$ cat src/rtl/cube_line_seq_if.sv
// Segment stream from cube_line_seq to the line rasteriser: one edge per
// valid/ready handshake, with endpoints, edge index and colour.
interface cube_line_seq_if #(
  parameter int XY_BITW = 16,
  parameter int COLORW  = 3
);
  logic               seg_valid;
  logic               seg_ready;
  logic [3:0]         seg_id;
  logic [XY_BITW-1:0] x0;
  logic [XY_BITW-1:0] y0;
  logic [XY_BITW-1:0] x1;
  logic [XY_BITW-1:0] y1;
  logic [COLORW-1:0]  color;

  modport master (
    output seg_valid, seg_id, x0, y0, x1, y1, color,
    input  seg_ready
  );

  modport slave (
    input  seg_valid, seg_id, x0, y0, x1, y1, color,
    output seg_ready
  );
endinterface

$ cat src/rtl/cube_line_seq.sv
// Latches an origin and cuboid dimensions on start, registers the eight oblique
// corners once, then streams the twelve wireframe edges over a valid/ready link.
// Define CUBE_SEQ_CLIP_EN to saturate coordinates to the screen instead of wrapping.
module cube_line_seq #(
  parameter int XY_BITW  = 16,
  parameter int DIMW     = 10,
  parameter int COLORW   = 3,
  parameter int SCREEN_W = 640,
  parameter int SCREEN_H = 480
) (
  input  logic               clk,
  input  logic               rst,
  input  logic               start,
  input  logic [XY_BITW-1:0] org_x,
  input  logic [XY_BITW-1:0] org_y,
  input  logic [DIMW-1:0]    dim_w,
  input  logic [DIMW-1:0]    dim_h,
  input  logic [DIMW-1:0]    dim_d,
  output logic               busy,
  output logic               done,
  cube_line_seq_if.master    seg
);

  typedef logic [XY_BITW:0]   sum_t;
  typedef logic [XY_BITW-1:0] coord_t;

  typedef enum logic [1:0] {S_IDLE, S_LOAD, S_EMIT, S_DONE} state_t;

  // Corner indices: 0 FTL, 1 FBL, 2 FBR, 3 FTR, 4..7 the same on the back face.
  typedef struct packed {
    logic [2:0] src;
    logic [2:0] dst;
    logic [2:0] code;
  } edge_t;

  function automatic edge_t edge_lookup(input logic [3:0] id);
    edge_t e;
    case (id)
      4'd0:    e = '{src: 3'd0, dst: 3'd1, code: 3'd1};
      4'd1:    e = '{src: 3'd1, dst: 3'd2, code: 3'd2};
      4'd2:    e = '{src: 3'd2, dst: 3'd3, code: 3'd3};
      4'd3:    e = '{src: 3'd3, dst: 3'd0, code: 3'd4};
      4'd4:    e = '{src: 3'd4, dst: 3'd5, code: 3'd1};
      4'd5:    e = '{src: 3'd5, dst: 3'd6, code: 3'd2};
      4'd6:    e = '{src: 3'd6, dst: 3'd7, code: 3'd3};
      4'd7:    e = '{src: 3'd7, dst: 3'd4, code: 3'd4};
      4'd8:    e = '{src: 3'd0, dst: 3'd4, code: 3'd1};
      4'd9:    e = '{src: 3'd1, dst: 3'd5, code: 3'd2};
      4'd10:   e = '{src: 3'd3, dst: 3'd7, code: 3'd4};
      4'd11:   e = '{src: 3'd2, dst: 3'd6, code: 3'd3};
      default: e = '{src: 3'd0, dst: 3'd0, code: 3'd0};
    endcase
    return e;
  endfunction

  function automatic coord_t fit_x(input sum_t s);
`ifdef CUBE_SEQ_CLIP_EN
    if (s > sum_t'(SCREEN_W - 1)) return coord_t'(SCREEN_W - 1);
    return coord_t'(s);
`else
    return coord_t'(s);
`endif
  endfunction

  function automatic coord_t fit_y(input sum_t s);
`ifdef CUBE_SEQ_CLIP_EN
    if (s > sum_t'(SCREEN_H - 1)) return coord_t'(SCREEN_H - 1);
    return coord_t'(s);
`else
    return coord_t'(s);
`endif
  endfunction

  state_t         state_q, state_d;
  logic [3:0]     seg_id_q, seg_id_d;
  logic           latch_en, load_en;
  coord_t         org_x_q, org_y_q;
  logic [DIMW-1:0] dim_w_q, dim_h_q, dim_d_q;
  coord_t         corner_x_q [8];
  coord_t         corner_y_q [8];
  coord_t         corner_x_d [8];
  coord_t         corner_y_d [8];

  // FSM next-state and control.
  always_comb begin
    // NOTE: every output of this block gets a default first, so no path can infer a latch.
    state_d  = state_q;
    seg_id_d = seg_id_q;
    latch_en = 1'b0;
    load_en  = 1'b0;
    case (state_q)
      S_IDLE: begin
        if (start) begin
          latch_en = 1'b1;
          state_d  = S_LOAD;
        end
      end
      S_LOAD: begin
        load_en = 1'b1;
        state_d = S_EMIT;
      end
      S_EMIT: begin
        if (seg.seg_ready) begin
          if (seg_id_q == 4'd11) begin
            seg_id_d = 4'd0;
            state_d  = S_DONE;
          end else begin
            seg_id_d = seg_id_q + 4'd1;
          end
        end
      end
      S_DONE:  state_d = S_IDLE;
      default: state_d = S_IDLE;
    endcase
  end

  // Corner arithmetic at XY_BITW+1 bits from the latched operands.
  always_comb begin
    sum_t fx_l, fx_r, fy_t, fy_b, d;
    d    = sum_t'(dim_d_q);
    fx_l = sum_t'(org_x_q);
    fx_r = fx_l + sum_t'(dim_w_q);
    fy_t = sum_t'(org_y_q);
    fy_b = fy_t + sum_t'(dim_h_q);
    corner_x_d[0] = fit_x(fx_l);
    corner_x_d[1] = fit_x(fx_l);
    corner_x_d[2] = fit_x(fx_r);
    corner_x_d[3] = fit_x(fx_r);
    corner_x_d[4] = fit_x(fx_l + d);
    corner_x_d[5] = fit_x(fx_l + d);
    corner_x_d[6] = fit_x(fx_r + d);
    corner_x_d[7] = fit_x(fx_r + d);
    corner_y_d[0] = fit_y(fy_t);
    corner_y_d[1] = fit_y(fy_b);
    corner_y_d[2] = fit_y(fy_b);
    corner_y_d[3] = fit_y(fy_t);
    corner_y_d[4] = fit_y(fy_t + d);
    corner_y_d[5] = fit_y(fy_b + d);
    corner_y_d[6] = fit_y(fy_b + d);
    corner_y_d[7] = fit_y(fy_t + d);
  end

  always_ff @(posedge clk or negedge rst) begin
    if (!rst) begin
      // NOTE: sequential state uses non-blocking assignments so every register samples pre-edge values.
      state_q  <= S_IDLE;
      seg_id_q <= '0;
      org_x_q  <= '0;
      org_y_q  <= '0;
      dim_w_q  <= '0;
      dim_h_q  <= '0;
      dim_d_q  <= '0;
      // NOTE: the corner array is tiny, so it is reset like any other register to keep X out of the datapath.
      for (int i = 0; i < 8; i++) begin
        corner_x_q[i] <= '0;
        corner_y_q[i] <= '0;
      end
    end else begin
      state_q  <= state_d;
      seg_id_q <= seg_id_d;
      if (latch_en) begin
        org_x_q <= org_x;
        org_y_q <= org_y;
        dim_w_q <= dim_w;
        dim_h_q <= dim_h;
        dim_d_q <= dim_d;
      end
      if (load_en) begin
        for (int i = 0; i < 8; i++) begin
          corner_x_q[i] <= corner_x_d[i];
          corner_y_q[i] <= corner_y_d[i];
        end
      end
    end
  end

  edge_t edge_cur;
  logic  emit;

  assign edge_cur = edge_lookup(seg_id_q);
  assign emit     = (state_q == S_EMIT);

  // Outputs decode straight from registers, so reset clears them without waiting for a clock.
  assign busy          = (state_q != S_IDLE);
  assign done          = (state_q == S_DONE);
  assign seg.seg_valid = emit;
  assign seg.seg_id    = seg_id_q;
  assign seg.x0        = emit ? corner_x_q[edge_cur.src] : '0;
  assign seg.y0        = emit ? corner_y_q[edge_cur.src] : '0;
  assign seg.x1        = emit ? corner_x_q[edge_cur.dst] : '0;
  assign seg.y1        = emit ? corner_y_q[edge_cur.dst] : '0;
  assign seg.color     = emit ? COLORW'(edge_cur.code) : '0;

endmodule
$ cat src/flat_wrapper.sv
// flat-port wrapper written by rule: the top's interface ports become plain ports
module cube_line_seq_flat 
#(
  parameter int XY_BITW  = 16,
  parameter int DIMW     = 10,
  parameter int COLORW   = 3,
  parameter int SCREEN_W = 640,
  parameter int SCREEN_H = 480
)
  (clk, rst, start, org_x, org_y, dim_w, dim_h, dim_d, busy, done, seg_seg_valid, seg_seg_id, seg_x0, seg_y0, seg_x1, seg_y1, seg_color, seg_seg_ready);
  cube_line_seq_if #(.XY_BITW(XY_BITW), .COLORW(COLORW)) seg_i ();
  input  logic clk;
  input  logic rst;
  input  logic start;
  input  logic [XY_BITW-1:0] org_x;
  input  logic [XY_BITW-1:0] org_y;
  input  logic [DIMW-1:0] dim_w;
  input  logic [DIMW-1:0] dim_h;
  input  logic [DIMW-1:0] dim_d;
  output logic busy;
  output logic done;
  output wire logic [$bits(seg_i.seg_valid)-1:0] seg_seg_valid;
  output wire logic [$bits(seg_i.seg_id)-1:0] seg_seg_id;
  output wire logic [$bits(seg_i.x0)-1:0] seg_x0;
  output wire logic [$bits(seg_i.y0)-1:0] seg_y0;
  output wire logic [$bits(seg_i.x1)-1:0] seg_x1;
  output wire logic [$bits(seg_i.y1)-1:0] seg_y1;
  output wire logic [$bits(seg_i.color)-1:0] seg_color;
  input wire logic [$bits(seg_i.seg_ready)-1:0] seg_seg_ready;
  assign seg_seg_valid = seg_i.seg_valid;
  assign seg_seg_id = seg_i.seg_id;
  assign seg_x0 = seg_i.x0;
  assign seg_y0 = seg_i.y0;
  assign seg_x1 = seg_i.x1;
  assign seg_y1 = seg_i.y1;
  assign seg_color = seg_i.color;
  assign seg_i.seg_ready = seg_seg_ready;
  cube_line_seq #(.XY_BITW(XY_BITW), .DIMW(DIMW), .COLORW(COLORW), .SCREEN_W(SCREEN_W), .SCREEN_H(SCREEN_H)) u_core (.clk(clk), .rst(rst), .start(start), .org_x(org_x), .org_y(org_y), .dim_w(dim_w), .dim_h(dim_h), .dim_d(dim_d), .busy(busy), .done(done), .seg(seg_i));
endmodule
$ cat config.mk
export PLATFORM = sky130hd
export DESIGN_NAME = cube_line_seq_flat
export DESIGN_NICKNAME = d
export VERILOG_FILES = /design/src/rtl/cube_line_seq_if.sv /design/src/rtl/cube_line_seq.sv /design/src/flat_wrapper.sv
export SDC_FILE = /design/constraint.sdc
export NUM_CORES = 1
export LEC_CHECK = 0
export CAP_MARGIN = 5
export CORE_ASPECT_RATIO = 0.5
export CORE_MARGIN = 5
export CORE_UTILIZATION = 38
export DETAILED_ROUTE_END_ITERATION = 7
export DONT_BUFFER_PORTS = 1
export PLACE_DENSITY = 0.57
export RECOVER_POWER = 100
export SYNTH_ARGS = -nofsm -noshare
export SYNTH_HDL_FRONTEND = slang
export SYNTH_SLANG_ARGS = --single-unit
$ cat constraint.sdc
create_clock -name clk -period 8.29 [get_ports clk]
set_clock_uncertainty 0.1 [all_clocks]
set_input_delay 1.658 -clock clk [delete_from_list [all_inputs] [get_ports clk]]
set_output_delay 1.658 -clock clk [all_outputs]
set_load 0.02 [all_outputs]
==> flow_summary.toml <==
[outcome]
status = "finished, violations left"
violations = "max-capacitance violations, max-slew violations"

[critical_path]
cp-end-kind = "primary output"
crit_path_max_fanout = 32
required_ps = 6530
start_kind = "flip-flop"
crit_type = "flip-flop to primary output"
worstSetupStartpoint = "u_core.seg.seg_id[3]"
timing.rr.start = "u_core.state_q[1]"
crit_arrival_ps = 3830

[synth]
syn_inst = 1119
yosys_warnings = 0
syn-cell-area_um2 = 12730
synth_xor_area_share_pct = 4.738
synth_nets = 1261
synth_top_family_by_area = "multiplexers"
synth-compound-area-share_pct = 10.07
synthMuxAreaShare_pct = 24.79
ys_seq_elements = 196
avgSynthCellArea_um2 = 11.38
synthArstFlopShare_pct = 100.0
seq_area_frac_synth_pct = 38.53
yosys.area_share.simple_pct = 11.08
synth.distinct_cells = 75
synth_fa_ha_area_share_pct = 7.824
synth_ff_type = "dfrtp_1"
synth_edf_count = 0

[layout]
drive_gt1_share_pct = 24.07
area_growth_pct = 7.951
fillers = 3117
nets = 1234

[timing]
drv_slew = 203
max-slew-margin-rel_pct = -132.3
setup_tns_ps = 0
period_share_pct = 67.44
setup_viol = 0
tightestPinTransition_ps = 3484
timing_hold_violations_final = 0
period_needed_ps = 5591
rsz0062_at_grt = "false"
clock.fmax_mhz = 178.9

[drt]
drt_iter0_drc = 584
wl_per_cell_um = 21.50
drc = 0
viasPerCell = 5.659
dr.pass1.iters = 5
postRouteAntennaNets = 0
vias = 8755
wirelength_mm = 33.26

[clock_network]
cts_buffers = 17
worstSkewPairLatency_ps = 450
clockBufferDepth = 2
clkSinkCount = 196
htreeDepth = 4
cts_tree = "done"
clk_pin_slew_ps = 70
cts-root-buf = "clkbuf_16"
cts_setup_buffers = 0
cts_resized = 0
ctsHoldBuffers = 0

[global_route]
grt_use_total_pct = 18.14
grt_pass1_wl_mm = 52.97
antenna_found_initial = 3
grt_remaining_overflow = 0
grt_pass1_vias = 9088
grt_max_degree = 197

[die]
fp.coreArea_um2 = 33050
row_count = 47
initial_core_util_pct = 38.52
die_area_um2 = 37480
io_pins = 140
dieHeight_um = 139.4
dieWidth_um = 268.8

[placed_design]
gp_congestion = 0.8612
io_buffers = 0
dp_hpwl_mm = 23.77

[worst_hold_path]
hold_path.class = "flip-flop to flip-flop"
hold_path.startpoint = "u_core.corner_y_q[51]"

[flow_run]
cap_violations = 5
[area by class of cell]
class	count	area, um^2	share of cell area (%)
Clock inverter	13	182.7	1.329
Sequential cell	196	4905	35.69
Clock buffer	19	442.9	3.223
Inverter	43	161.4	1.175
Antenna cell	1	2.502	0.01821
Tap cell	441	551.8	4.015
Timing Repair Buffer	8	52.55	0.3824
Multi-Input combinational cell	826	7443	54.17
[synth_stat cells, drive strengths merged, types with 4 or more instances]
cell	n	area, um^2
mux4	64	1441
o21ai	50	250.2
o2111ai	7	61.31
xnor2	55	489.2
xor2	13	113.9
inv	42	157.7
clkbuf	44	165.2
o311ai	4	42.55
mux2	151	1704
o21bai	5	37.54
nor2b	12	75.07
o31ai	8	60.06
and3	8	50.05
nand2	54	202.7
a31oi	8	50.05
o21a	6	45.04
or3	15	93.84
a21oi	61	305.3
fa	6	120.1
buf	10	51.29
nand3	24	125.1
a21o	8	61.31
ha	70	875.8
nor2	58	217.7
a2111oi	7	76.33
dfrtp	196	4905
nor3	10	50.05
a211oi	5	37.54
and2	67	419.2
o211ai	4	30.03
[path summary, 6_finish.rpt]
check                                   endpoint  slack [ps]  depth (start not counted)
setup / recovery                       seg_x0[2]        2700                          4
hold / removal             u_core.corner_y_q[51]         420                          2
setup reg to reg           u_core.corner_x_q[81]        3330                          4
hold reg to reg            u_core.corner_y_q[51]         420                          2
max in group asynchronous  u_core.corner_x_q[56]        6910                          0
min in group asynchronous      u_core.org_y_q[3]         810                          0
[cell usage in the layout (no fill, tap or decap), drive strengths merged, types with 6 or more instances in the layout]
master   synthesis  layout
o21a             6       6
a31oi            8       8
ha              70      70
o31ai            8       8
nand2           54      54
inv             42      43
and2            67      67
o21ai           50      50
mux4            64      64
and3             8       8
buf             10       6
nor2            58      58
nor2b           12      12
nor3            10      10
mux2           151     151
a21o             8       8
a21oi           61      61
o2111ai          7       7
clkbuf          44      21
fa               6       6
xor2            13      13
xnor2           55      55
nand3           24      24
or3             15      15
dfrtp          196     196
a2111oi          7       7
[flip-flops by register name (all words and copies together), names as in the netlist]
name,flops
u_core.corner_x_q,64
u_core.corner_y_q,64
u_core.dim_d_q,10
u_core.dim_h_q,10
u_core.dim_w_q,10
u_core.org_x_q,16
u_core.org_y_q,16
u_core.seg.seg_id,4
u_core.state_q,2
[cell families (layout without fill, tap and decap cells)]
group                      after synthesis  in the layout
and+or+nand+nor                        270            270
muxes                                  216            216
AOI/OAI and AO/OA                      196            196
DFF                                    196            196
buffers and inverters                   97             83
adders and majority gates               76             76
xor gates and xnor gates                68             68
other                                    0              1
[routing by layer]
layer | GRT usage (%) | vias to the layer above | routed length [um]
met5 | 0 | - | 27
met1 | 24.01 | 4494 | 14780
li1 | - | 4058 | -
met2 | 30.28 | 157 | 16460
met3 | 3.898 | 42 | 1237
met4 | 5.143 | 4 | 747
[per-stage QoR]
step	hold WS, ps	instances	worst slack (ps)	util [%]	area [um^2]
detailed placement	399.2	1514	3769	39.80	13150
floorplan	360.6	1119	3602	-	12730
global route	443.4	1547	2295	41.58	13740
CTS	415.5	1546	3256	41.69	13780
global placement	390.2	1514	3848	39.80	13150
finish	415.9	1547	2699	41.58	13740
[critical path: stages (launching register included)]
cell,delay [ps]
dfrtp_1,600
inv_1,230
ha_1,1660
mux4_2,560
and2_0,320
Power is not shown: default switching activity piles up to over one toggle a cycle in this logic, so the estimate is an artifact.
